<file path="src/rtl/uart_tx_serializer_if.sv">
// Handshake/config bundle between the UART register block + TX FIFO (master)
// and the transmit serializer (slave).
interface uart_tx_serializer_if #(
  parameter int DIV_WIDTH = 16
);
  logic                 en_i;
  logic [DIV_WIDTH-1:0] clks_per_bit_i;
  logic                 parity_en_i;
  logic                 parity_odd_i;
  logic                 two_stop_i;
  logic                 fifo_empty_i;
  logic [7:0]           fifo_rdata_i;
  logic                 re_o;
  logic                 tx_o;
  logic                 busy_o;
  logic                 done_o;

  modport master (
    output en_i, clks_per_bit_i, parity_en_i, parity_odd_i, two_stop_i,
           fifo_empty_i, fifo_rdata_i,
    input  re_o, tx_o, busy_o, done_o
  );

  modport slave (
    input  en_i, clks_per_bit_i, parity_en_i, parity_odd_i, two_stop_i,
           fifo_empty_i, fifo_rdata_i,
    output re_o, tx_o, busy_o, done_o
  );
endinterface

</file>
<file path="src/rtl/uart_tx_serializer.sv">
// UART transmit engine: pops one byte per frame from a combinational-read FIFO
// and shifts start / 8 data (LSB first) / optional parity / 1-2 stop bits out on tx_o.
module uart_tx_serializer #(
  parameter int DIV_WIDTH = 16
) (
  input  logic                 clk_i,
  input  logic                 rst_i,
  uart_tx_serializer_if.slave  bus
);
  typedef enum logic [2:0] {IDLE, START, DATA, PARITY, STOP} state_t;

  state_t               r_state;
  logic [DIV_WIDTH-1:0] r_cnt;
  logic [DIV_WIDTH-1:0] r_n;
  logic [2:0]           r_idx;
  logic [7:0]           r_shift;
  logic                 r_par;
  logic                 r_pen;
  logic                 r_two;
  logic                 r_stop2;
  logic                 r_tx;
  logic                 r_busy;

  logic                 w_bit_end;
  logic                 w_last;
  logic                 w_pop;
  logic [DIV_WIDTH-1:0] w_n_new;

  assign w_bit_end = (r_cnt == r_n - DIV_WIDTH'(1));
  assign w_last    = (r_state == STOP) && w_bit_end && (!r_two || r_stop2);
  // Pop either from IDLE or on the final stop cycle so frames abut with no gap.
  assign w_pop     = !rst_i && bus.en_i && !bus.fifo_empty_i &&
                     ((r_state == IDLE) || w_last);
  assign w_n_new   = (bus.clks_per_bit_i < DIV_WIDTH'(2)) ? DIV_WIDTH'(2)
                                                          : bus.clks_per_bit_i;

  assign bus.re_o   = w_pop;
  assign bus.done_o = w_last;
  assign bus.tx_o   = r_tx;
  assign bus.busy_o = r_busy;

  always_ff @(posedge clk_i or posedge rst_i) begin
    if (rst_i) begin
      r_state <= IDLE;
      r_cnt   <= '0;
      r_n     <= DIV_WIDTH'(2);
      r_idx   <= '0;
      r_shift <= '0;
      r_par   <= 1'b0;
      r_pen   <= 1'b0;
      r_two   <= 1'b0;
      r_stop2 <= 1'b0;
      r_tx    <= 1'b1;
      r_busy  <= 1'b0;
    end else if (w_pop) begin
      // Parity bit is fixed at capture time; later config changes cannot touch it.
      r_state <= START;
      r_cnt   <= '0;
      r_n     <= w_n_new;
      r_idx   <= '0;
      r_shift <= bus.fifo_rdata_i;
      r_par   <= (^bus.fifo_rdata_i) ^ bus.parity_odd_i;
      r_pen   <= bus.parity_en_i;
      r_two   <= bus.two_stop_i;
      r_stop2 <= 1'b0;
      r_tx    <= 1'b0;
      r_busy  <= 1'b1;
    end else begin
      case (r_state)
        IDLE: begin
          r_tx   <= 1'b1;
          r_busy <= 1'b0;
        end
        START: begin
          if (w_bit_end) begin
            r_cnt   <= '0;
            r_idx   <= '0;
            r_state <= DATA;
            r_tx    <= r_shift[0];
          end else begin
            r_cnt <= r_cnt + DIV_WIDTH'(1);
          end
        end
        DATA: begin
          if (w_bit_end) begin
            r_cnt   <= '0;
            r_shift <= {1'b0, r_shift[7:1]};
            if (r_idx == 3'd7) begin
              r_state <= r_pen ? PARITY : STOP;
              r_tx    <= r_pen ? r_par : 1'b1;
              r_stop2 <= 1'b0;
            end else begin
              r_idx <= r_idx + 3'd1;
              r_tx  <= r_shift[1];
            end
          end else begin
            r_cnt <= r_cnt + DIV_WIDTH'(1);
          end
        end
        PARITY: begin
          if (w_bit_end) begin
            r_cnt   <= '0;
            r_state <= STOP;
            r_tx    <= 1'b1;
            r_stop2 <= 1'b0;
          end else begin
            r_cnt <= r_cnt + DIV_WIDTH'(1);
          end
        end
        STOP: begin
          r_tx <= 1'b1;
          if (w_last) begin
            r_cnt   <= '0;
            r_state <= IDLE;
            r_busy  <= 1'b0;
          end else if (w_bit_end) begin
            r_cnt   <= '0;
            r_stop2 <= 1'b1;
          end else begin
            r_cnt <= r_cnt + DIV_WIDTH'(1);
          end
        end
        default: begin
          r_state <= IDLE;
          r_tx    <= 1'b1;
          r_busy  <= 1'b0;
        end
      endcase
    end
  end
endmodule
</file>
<file path="src/flat_wrapper.sv">
// flat-port wrapper written by rule: the top's interface ports become plain ports
module uart_tx_serializer_flat 
#(
  parameter int DIV_WIDTH = 16
)
  (clk_i, rst_i, bus_en_i, bus_clks_per_bit_i, bus_parity_en_i, bus_parity_odd_i, bus_two_stop_i, bus_fifo_empty_i, bus_fifo_rdata_i, bus_re_o, bus_tx_o, bus_busy_o, bus_done_o);
  uart_tx_serializer_if #(.DIV_WIDTH(DIV_WIDTH)) bus_i ();
  input  logic clk_i;
  input  logic rst_i;
  input wire logic [$bits(bus_i.en_i)-1:0] bus_en_i;
  input wire logic [$bits(bus_i.clks_per_bit_i)-1:0] bus_clks_per_bit_i;
  input wire logic [$bits(bus_i.parity_en_i)-1:0] bus_parity_en_i;
  input wire logic [$bits(bus_i.parity_odd_i)-1:0] bus_parity_odd_i;
  input wire logic [$bits(bus_i.two_stop_i)-1:0] bus_two_stop_i;
  input wire logic [$bits(bus_i.fifo_empty_i)-1:0] bus_fifo_empty_i;
  input wire logic [$bits(bus_i.fifo_rdata_i)-1:0] bus_fifo_rdata_i;
  output wire logic [$bits(bus_i.re_o)-1:0] bus_re_o;
  output wire logic [$bits(bus_i.tx_o)-1:0] bus_tx_o;
  output wire logic [$bits(bus_i.busy_o)-1:0] bus_busy_o;
  output wire logic [$bits(bus_i.done_o)-1:0] bus_done_o;
  assign bus_i.en_i = bus_en_i;
  assign bus_i.clks_per_bit_i = bus_clks_per_bit_i;
  assign bus_i.parity_en_i = bus_parity_en_i;
  assign bus_i.parity_odd_i = bus_parity_odd_i;
  assign bus_i.two_stop_i = bus_two_stop_i;
  assign bus_i.fifo_empty_i = bus_fifo_empty_i;
  assign bus_i.fifo_rdata_i = bus_fifo_rdata_i;
  assign bus_re_o = bus_i.re_o;
  assign bus_tx_o = bus_i.tx_o;
  assign bus_busy_o = bus_i.busy_o;
  assign bus_done_o = bus_i.done_o;
  uart_tx_serializer #(.DIV_WIDTH(DIV_WIDTH)) u_core (.clk_i(clk_i), .rst_i(rst_i), .bus(bus_i));
endmodule
</file>
<file path="config.mk">
export PLATFORM = sky130hd
export DESIGN_NAME = uart_tx_serializer_flat
export DESIGN_NICKNAME = d
export VERILOG_FILES = /design/src/rtl/uart_tx_serializer_if.sv /design/src/rtl/uart_tx_serializer.sv /design/src/flat_wrapper.sv
export SDC_FILE = /design/constraint.sdc
export NUM_CORES = 1
export LEC_CHECK = 0
export CAP_MARGIN = 40
export CORE_MARGIN = 2
export CORE_UTILIZATION = 45
export CTS_CLUSTER_SIZE = 40
export DETAILED_ROUTE_END_ITERATION = 6
export PLACE_DENSITY = 0.67
export SLEW_MARGIN = 25
export SYNTH_ARGS = -nofsm -noshare
export SYNTH_HDL_FRONTEND = slang
export SYNTH_SLANG_ARGS = --single-unit
</file>
<file path="constraint.sdc">
create_clock -name clk_i -period 6.3 [get_ports clk_i]
set_input_delay 0.63 -clock clk_i [delete_from_list [all_inputs] [get_ports clk_i]]
set_output_delay 0.63 -clock clk_i [all_outputs]
set_load 0.02 [all_outputs]
</file>
==> out/results.tsv, run 1 <==
metric	value	unit
status	finished clean	
# diodes	0	
#FFs+latches synth	52	
Netlist cell types	58	
Hold Fails Final Rpt	0	
initial antenna violation count	0	
WS Path Type	register to output pin	
min-delay worst type	register to register	
Worst Path Required	5670	ps
nets@finish	463	
Die W	89.43	um
max cap viols	0	
Crit Path Max Fanout	35	
CP endpoint kind	output pin	
pwr/cell area	259.0	nW/um2
multi-input logic area	1851	um2
via density per instance	5.381	
gr ovfl total	0	
Max Buffers Root-to-Sink	2	
clock sink count	52	
Place WS	1829	ps
clk root buf	clkbuf_8	
GPL Wtd Cong	0.9185	
critical path depth	11	
total CTS buffers	5	
post_cts resized	0	
ys flop type	dfrtp_1	
die height	89.43	um
setup violators final	0	
Critical Path Start Type	register	
Hold Path Stages	2	
clk_lat worst skew	310	ps
Post-CTS Setup Inserts	0	
Ys Warns	0	
final setup margin	1503	ps
cell area after synthesis	3284	um2
Global Route Usage Sum	19.91	%
worst-path cell chain	inv_1 > ha_1 > nor3b_1 > a21boi_0 > o41ai_1 > a2bb2oi_1 > and4_4 > a21oi_2 > buf_4 > inv_2 > clkdlybuf4s50_1	
FF+latch area	1304	um2
I/O Pins	35	
Core ar.	7176	um2
Slew Limit Fails	0	
CP arrival	4170	ps
RSZ-0062 raised after global routing	no	
peak supply drop	120.9	uV
Comb power frac	26.2	%
Cells after Synth	404	
H-tree depth	2	
Worst Max-Slew Pin Slew	715.5	ps
CTS Hold Bufs	0	
drc violations	0	
sequential share of power	46.5	%
Async SR Flop Fraction	100.0	%
static leakage	1.601	nW
final wirelength	7437	um
critical path's top delay family	buffers and inverters	
setup TNS	0	ps
WP buf/inv	4	
antenna viol nets, final	0	
Net Sw Power	0.0003213	W
EDFF count, synth	0	
min cycle time layout	4797	ps
DP HPWL	5549	um
Worst slew margin	51.63	%
row count	31	
Area Overhead vs Synth	16.04	%
critical path's slowest cell	clkdlybuf4s50_1	
Reg2Reg Depth	10	
starting density of the core	45.77	%
Iteration-0 DRC Markers	293	
Seq/Total Area, Yosys	39.70	%
average size of a mapped cell	8.130	um2
switch share	32.55	%
Clock Skew	12.87	ps
vias	2836	
vias in the first global route	2565	
routed length per instance	14.11	um
crit share post-route	76.15	%
Clk pin slew, worst setup/hold paths	90	ps
max incr delay on CP	710	ps
Clock Power Share	27.3	%
CTS tree	done	
Peak Freq	208.4	MHz
first-pass GRT wire length	12460	um
Layout fillers	684	
Syn Nets	439	
fraction of layout cells with a size suffix above 1	5.841	%
largest net degree at the start of global routing	53	
PortBufs	34	
die area	7998	um2
Power Internal	0.0006657	W
drt pass-1 iters	4	
==> logic make-up after synthesis <==
family          Yosys count  synth area share, %
buf+inv                  31                4.076
xor+xnor                 32                8.952
flops                    52                39.70
mux                       2               0.6476
compound gates           69                13.22
fa+ha+maj                 4                1.524
simple gates            214                31.89
==> power by group through the flow <==
| stage | clock network (W) | logic [W] | registers [W] |
|---|---|---|---|
| after floorplan | 0 | 0.000208 | 0.000436 |
| after global placement | 0 | 0.000256 | 0.000461 |
| after detailed placement | 0 | 0.000259 | 0.000465 |
| after CTS | 0.000276 | 0.000260 | 0.000458 |
| after global routing | 0.000292 | 0.000293 | 0.000469 |
| final | 0.000269 | 0.000259 | 0.000459 |
==> final timing paths <==
| kind | slack (ps) | endpoint | start |
|---|---|---|---|
| max | 1500 | bus_re_o | u_core.r_n[0] |
| min reg2reg | 480 | u_core.r_par | u_core.r_par |
| max reg2reg | 2790 | u_core.bus.tx_o | u_core.r_n[4] |
| max in group asynchronous | 5020 | u_core.r_cnt[13] | rst_i |
| min in group asynchronous | 840 | u_core.r_idx[2] | rst_i |
| min | 480 | u_core.r_par | u_core.r_par |
==> final cells by class <==
cell class	instances	share of cell area, %
Clock buffer	5	1.806
Clock inverter	2	1.576
Inverter	11	1.083
Timing Repair Buffer	37	9.521
Sequential cell	52	34.21
Multi-Input combinational cell	321	48.56
Tap cell	99	3.250
==> flip-flops by register name (all words and copies together), names as in the netlist <==
name and flops:
u_core.bus.busy_o 1, u_core.r_state 3, u_core.r_two 1, u_core.r_shift 8, u_core.r_par 1, u_core.r_n 16
u_core.r_pen 1, u_core.bus.tx_o 1, u_core.r_idx 3, u_core.r_stop2 1, u_core.r_cnt 16
==> cell usage in the layout (no fill, tap or decap), drive strengths merged, types with 2 or more instances in the layout <==
| cell type | n |
|---|---|
| nand2 | 93 |
| dfrtp | 50 |
| clkdlybuf4s50 | 34 |
| nor2 | 24 |
| o21ai | 23 |
| xnor2 | 20 |
| nand3 | 20 |
| a21oi | 16 |
| nor3 | 15 |
| xor2 | 11 |
| inv | 11 |
| nor4 | 10 |
| nand2b | 7 |
| nand3b | 7 |
| nor2b | 6 |
| or4 | 5 |
| nand4 | 5 |
| clkbuf | 5 |
| nor3b | 4 |
| o31ai | 4 |
| ha | 4 |
| or2 | 4 |
| a21boi | 3 |
| a31oi | 3 |
| or3 | 3 |
| and3 | 3 |
| buf | 3 |
| or3b | 2 |
| a211o | 2 |
| a2bb2oi | 2 |
| o21a | 2 |
| o22ai | 2 |
| bufinv | 2 |
| dfstp | 2 |
| a211oi | 2 |
==> per-layer routing <==
layer,global-route usage [%],routed length [um],vias to the layer above
met5,0,0,-
met4,4.749,46,0
met3,2.770,320,6
met2,30.51,3419,70
met1,29.76,3650,1309
li1,-,-,1451
==> per-stage QoR <==
stage | util, % | instance area, um2 | hold slack, ps | power (W) | cells
5_1_grt | 53.11 | 3811 | 506.4 | 0.001054 | 527
3_3_place_gp | 51.32 | 3682 | 458.4 | 0.0007175 | 520
3_5_place_dp | 51.32 | 3682 | 469.8 | 0.0007241 | 520
4_1_cts | 53.11 | 3811 | 490.3 | 0.0009950 | 527
2_1_floorplan | - | 3284 | 443.4 | 0.0006435 | 404
6_report | 53.11 | 3811 | 482.6 | 0.0009870 | 527
==> Yosys cell counts, drive strengths merged, types with 6 or more instances <==
master | n | area share [%]
nand3 | 20 | 3.0
nand2 | 93 | 11
a21oi | 16 | 2.4
xnor2 | 20 | 5.3
nor4 | 10 | 1.9
clkbuf | 13 | 1.5
buf | 7 | 1.3
nand3b | 7 | 1.6
nor2b | 6 | 1.1
nor2 | 24 | 2.7
xor2 | 11 | 2.9
inv | 11 | 1.3
nor3 | 15 | 2.3
o21ai | 23 | 3.5
dfrtp | 50 | 38
nand2b | 7 | 1.3
==> tightest hold or removal path: stages, from the launching register on <==
cell	delay, ps
dfrtp_1	350
nand2_1	50
o21ai_0	60
Note: power is estimated with default switching activity, not from simulation.
==> run 2, diff against run 1 <==
--- a/config.mk
+++ b/config.mk
@@ -10,7 +10,7 @@
 export CORE_UTILIZATION = 45
 export CTS_CLUSTER_SIZE = 40
 export DETAILED_ROUTE_END_ITERATION = 6
-export PLACE_DENSITY = 0.67
+export PLACE_DENSITY = 0.69
 export SLEW_MARGIN = 25
 export SYNTH_ARGS = -nofsm -noshare
 export SYNTH_HDL_FRONTEND = slang
==> constraint.sdc (replaced) <==
create_clock -name clk_i -period 4.35 [get_ports clk_i]
set_input_delay 0.435 -clock clk_i [delete_from_list [all_inputs] [get_ports clk_i]]
set_output_delay 0.435 -clock clk_i [all_outputs]
set_load 0.02 [all_outputs]
==> run 2 against run 1 <==
- core utilization fell by 0.26 points
- first-iteration DRC count fell by 40%
- count of clock-buffer cells in the layout rose by 1
- clock power rose by 7.8%
- setup slack got worse by 1100 ps
- sequential share of layout area rose by 0.17 points
- via count rose by 3.6%
- hold slack improved by 15 ps
- design area fell by 0.49%
- flip-flop and latch count did not move
- clock skew fell by 1.7 ps
- critical path type unchanged
- critical endpoint unchanged
==> out/results.tsv, run 2 (synthesis results as in run 1) <==
metric	value	unit
DP HPWL	5663	um
peak supply drop	133.0	uV
pwr/cell area	352.0	nW/um2
Hold Fails Final Rpt	0	
vias	2938	
clk root buf	clkbuf_8	
nets@finish	465	
most frequent cells in the layout	nand2_1 (92), dfrtp_1 (50), clkdlybuf4s50_1 (33), nor2_1 (24), o21ai_0 (23)	
Non-Filler Instances	530	
Slew Limit Fails	0	
Power Internal	0.0008664	W
Comb power frac	28.5	%
status	finished clean	
total CTS buffers	5	
Clock Power Share	21.7	%
Iteration-0 DRC Markers	177	
Inst Count DP	521	
clock sink count	52	
Core ar.	7176	um2
Crit Path Max Fanout	6	
H-tree depth	2	
Crit Reg-Reg Startpoint	u_core.r_n[0]	
Area after DPL	3692	um2
routed length per instance	14.59	um
setup TNS	0	ps
via density per instance	5.543	
die area	7998	um2
final wirelength	7732	um
setup violators final	0	
starting density of the core	45.77	%
crit share post-route	91.77	%
static leakage	1.616	nW
worst reg2reg path endpoint	u_core.r_shift[1]	
Post-CTS Setup Inserts	0	
Critical Path Start Type	register	
clk_lat worst skew	310	ps
CP arrival	3560	ps
Clock Skew	11.19	ps
first-pass GRT wire length	13050	um
WS Path Type	register to output pin	
RSZ-0062 raised after global routing	no	
Layout fillers	677	
final setup margin	358.1	ps
CTS Hold Bufs	0	
Worst Path Required	3910	ps
critical path startpoint	u_core.r_n[0]	
largest net degree at the start of global routing	53	
Reg2Reg Setup Slack	980	ps
I/O Pins	35	
sequential share of power	49.8	%
switch share	35.09	%
max incr delay on CP	590	ps
row count	31	
Max Buffers Root-to-Sink	2	
gr ovfl total	0	
critical path's slowest cell	clkdlybuf4s50_1	
Reg2Reg Depth	10	
drc violations	0	
PortBufs	34	
drt pass-1 iters	4	
Peak Freq	250.5	MHz
Global Route Usage Sum	21.02	%
antenna viol nets, final	0	
CTS tree	done	
post_cts resized	0	
design area	3792	um2
min cycle time layout	3992	ps
Place WS	509.2	ps
GPL Wtd Cong	0.9477	
Setup crit end	bus_re_o	
Net Sw Power	0.0004684	W
Worst slew margin	46.81	%
vias in the first global route	2671	
Clk pin slew, worst setup/hold paths	100	ps
Regs by FF count	u_core.r_cnt (16), u_core.r_n (16), u_core.r_shift (8)	
# diodes	0	
Die W	89.43	um
Area Overhead vs Synth	15.47	%
die height	89.43	um
Design Power	0.001335	W
Worst Max-Slew Pin Slew	797.8	ps
worst-path cell chain	inv_1 > ha_1 > or3b_2 > or4_1 > a21boi_0 > a311o_1 > and3_1 > a21oi_2 > inv_2 > clkdlybuf4s50_1	
initial antenna violation count	0	
min-delay worst type	register to register	
CP endpoint kind	output pin	
fraction of layout cells with a size suffix above 1	6.497	%
max cap viols	0	
commonest non-fill, non-tap cell in the layout	nand2_1	
-- run 2: routing by layer --
layer  vias to the layer above  track usage (%)  share of wire (%)
met5                         -                0                  0
met4                         0            6.649                2.1
met3                        12            4.063                4.5
met2                        69            34.07                 47
met1                      1397            28.42                 46
li1                       1460                -                  -
-- run 2: worst min path at each step --
stage                            from                end  slack [ps]  depth (start not counted)
floorplan                u_core.r_par       u_core.r_par         440                          2
global placement    u_core.r_shift[7]  u_core.r_shift[6]         470                          2
detailed placement  u_core.r_shift[7]  u_core.r_shift[6]         480                          2
CTS                 u_core.r_shift[7]  u_core.r_shift[6]         510                          2
global route        u_core.r_shift[6]  u_core.r_shift[5]         530                          2
finish              u_core.r_shift[7]  u_core.r_shift[6]         500                          2
-- run 2: power groups by stage --
stage | combinational [W] | clock (W) | sequential [W]
2_1_floorplan | 0.000301 | 0 | 0.000631
3_3_place_gp | 0.000370 | 0 | 0.000668
6_report | 0.000380 | 0.000290 | 0.000665
3_5_place_dp | 0.000378 | 0 | 0.000675
4_1_cts | 0.000380 | 0.000301 | 0.000664
5_1_grt | 0.000431 | 0.000318 | 0.000681
-- run 2: worst max-delay path, delay by kind of cell (launching register included) --
kind	cells	cell delay, ps
AND/OR/NAND/NOR	3	1260
AO/OA/AOI/OAI	3	570
adder cells (fa/ha/maj)	1	240
buffers and inverters	3	730
flip-flops	1	450
-- run 2: layout make-up --
type	count	area [um2]	area share, %
clock buffer	6	82.58	2.177
clock inverter	2	10.01	0.2639
inverter	11	43.79	1.155
multi-input combinational	321	1851	48.80
sequential	52	1304	34.38
tap	99	123.9	3.266
timing repair buffer	39	377.9	9.964
-- run 2: stage by stage --
| stage | util [%] | hold slack (ps) |
|---|---|---|
| 6_report | 52.85 | 497.5 |
| 5_1_grt | 52.85 | 529.6 |
| 4_1_cts | 52.75 | 505.5 |
| 3_5_place_dp | 51.46 | 481.4 |
| 3_3_place_gp | 51.42 | 467.3 |
| 2_1_floorplan | - | 443.4 |
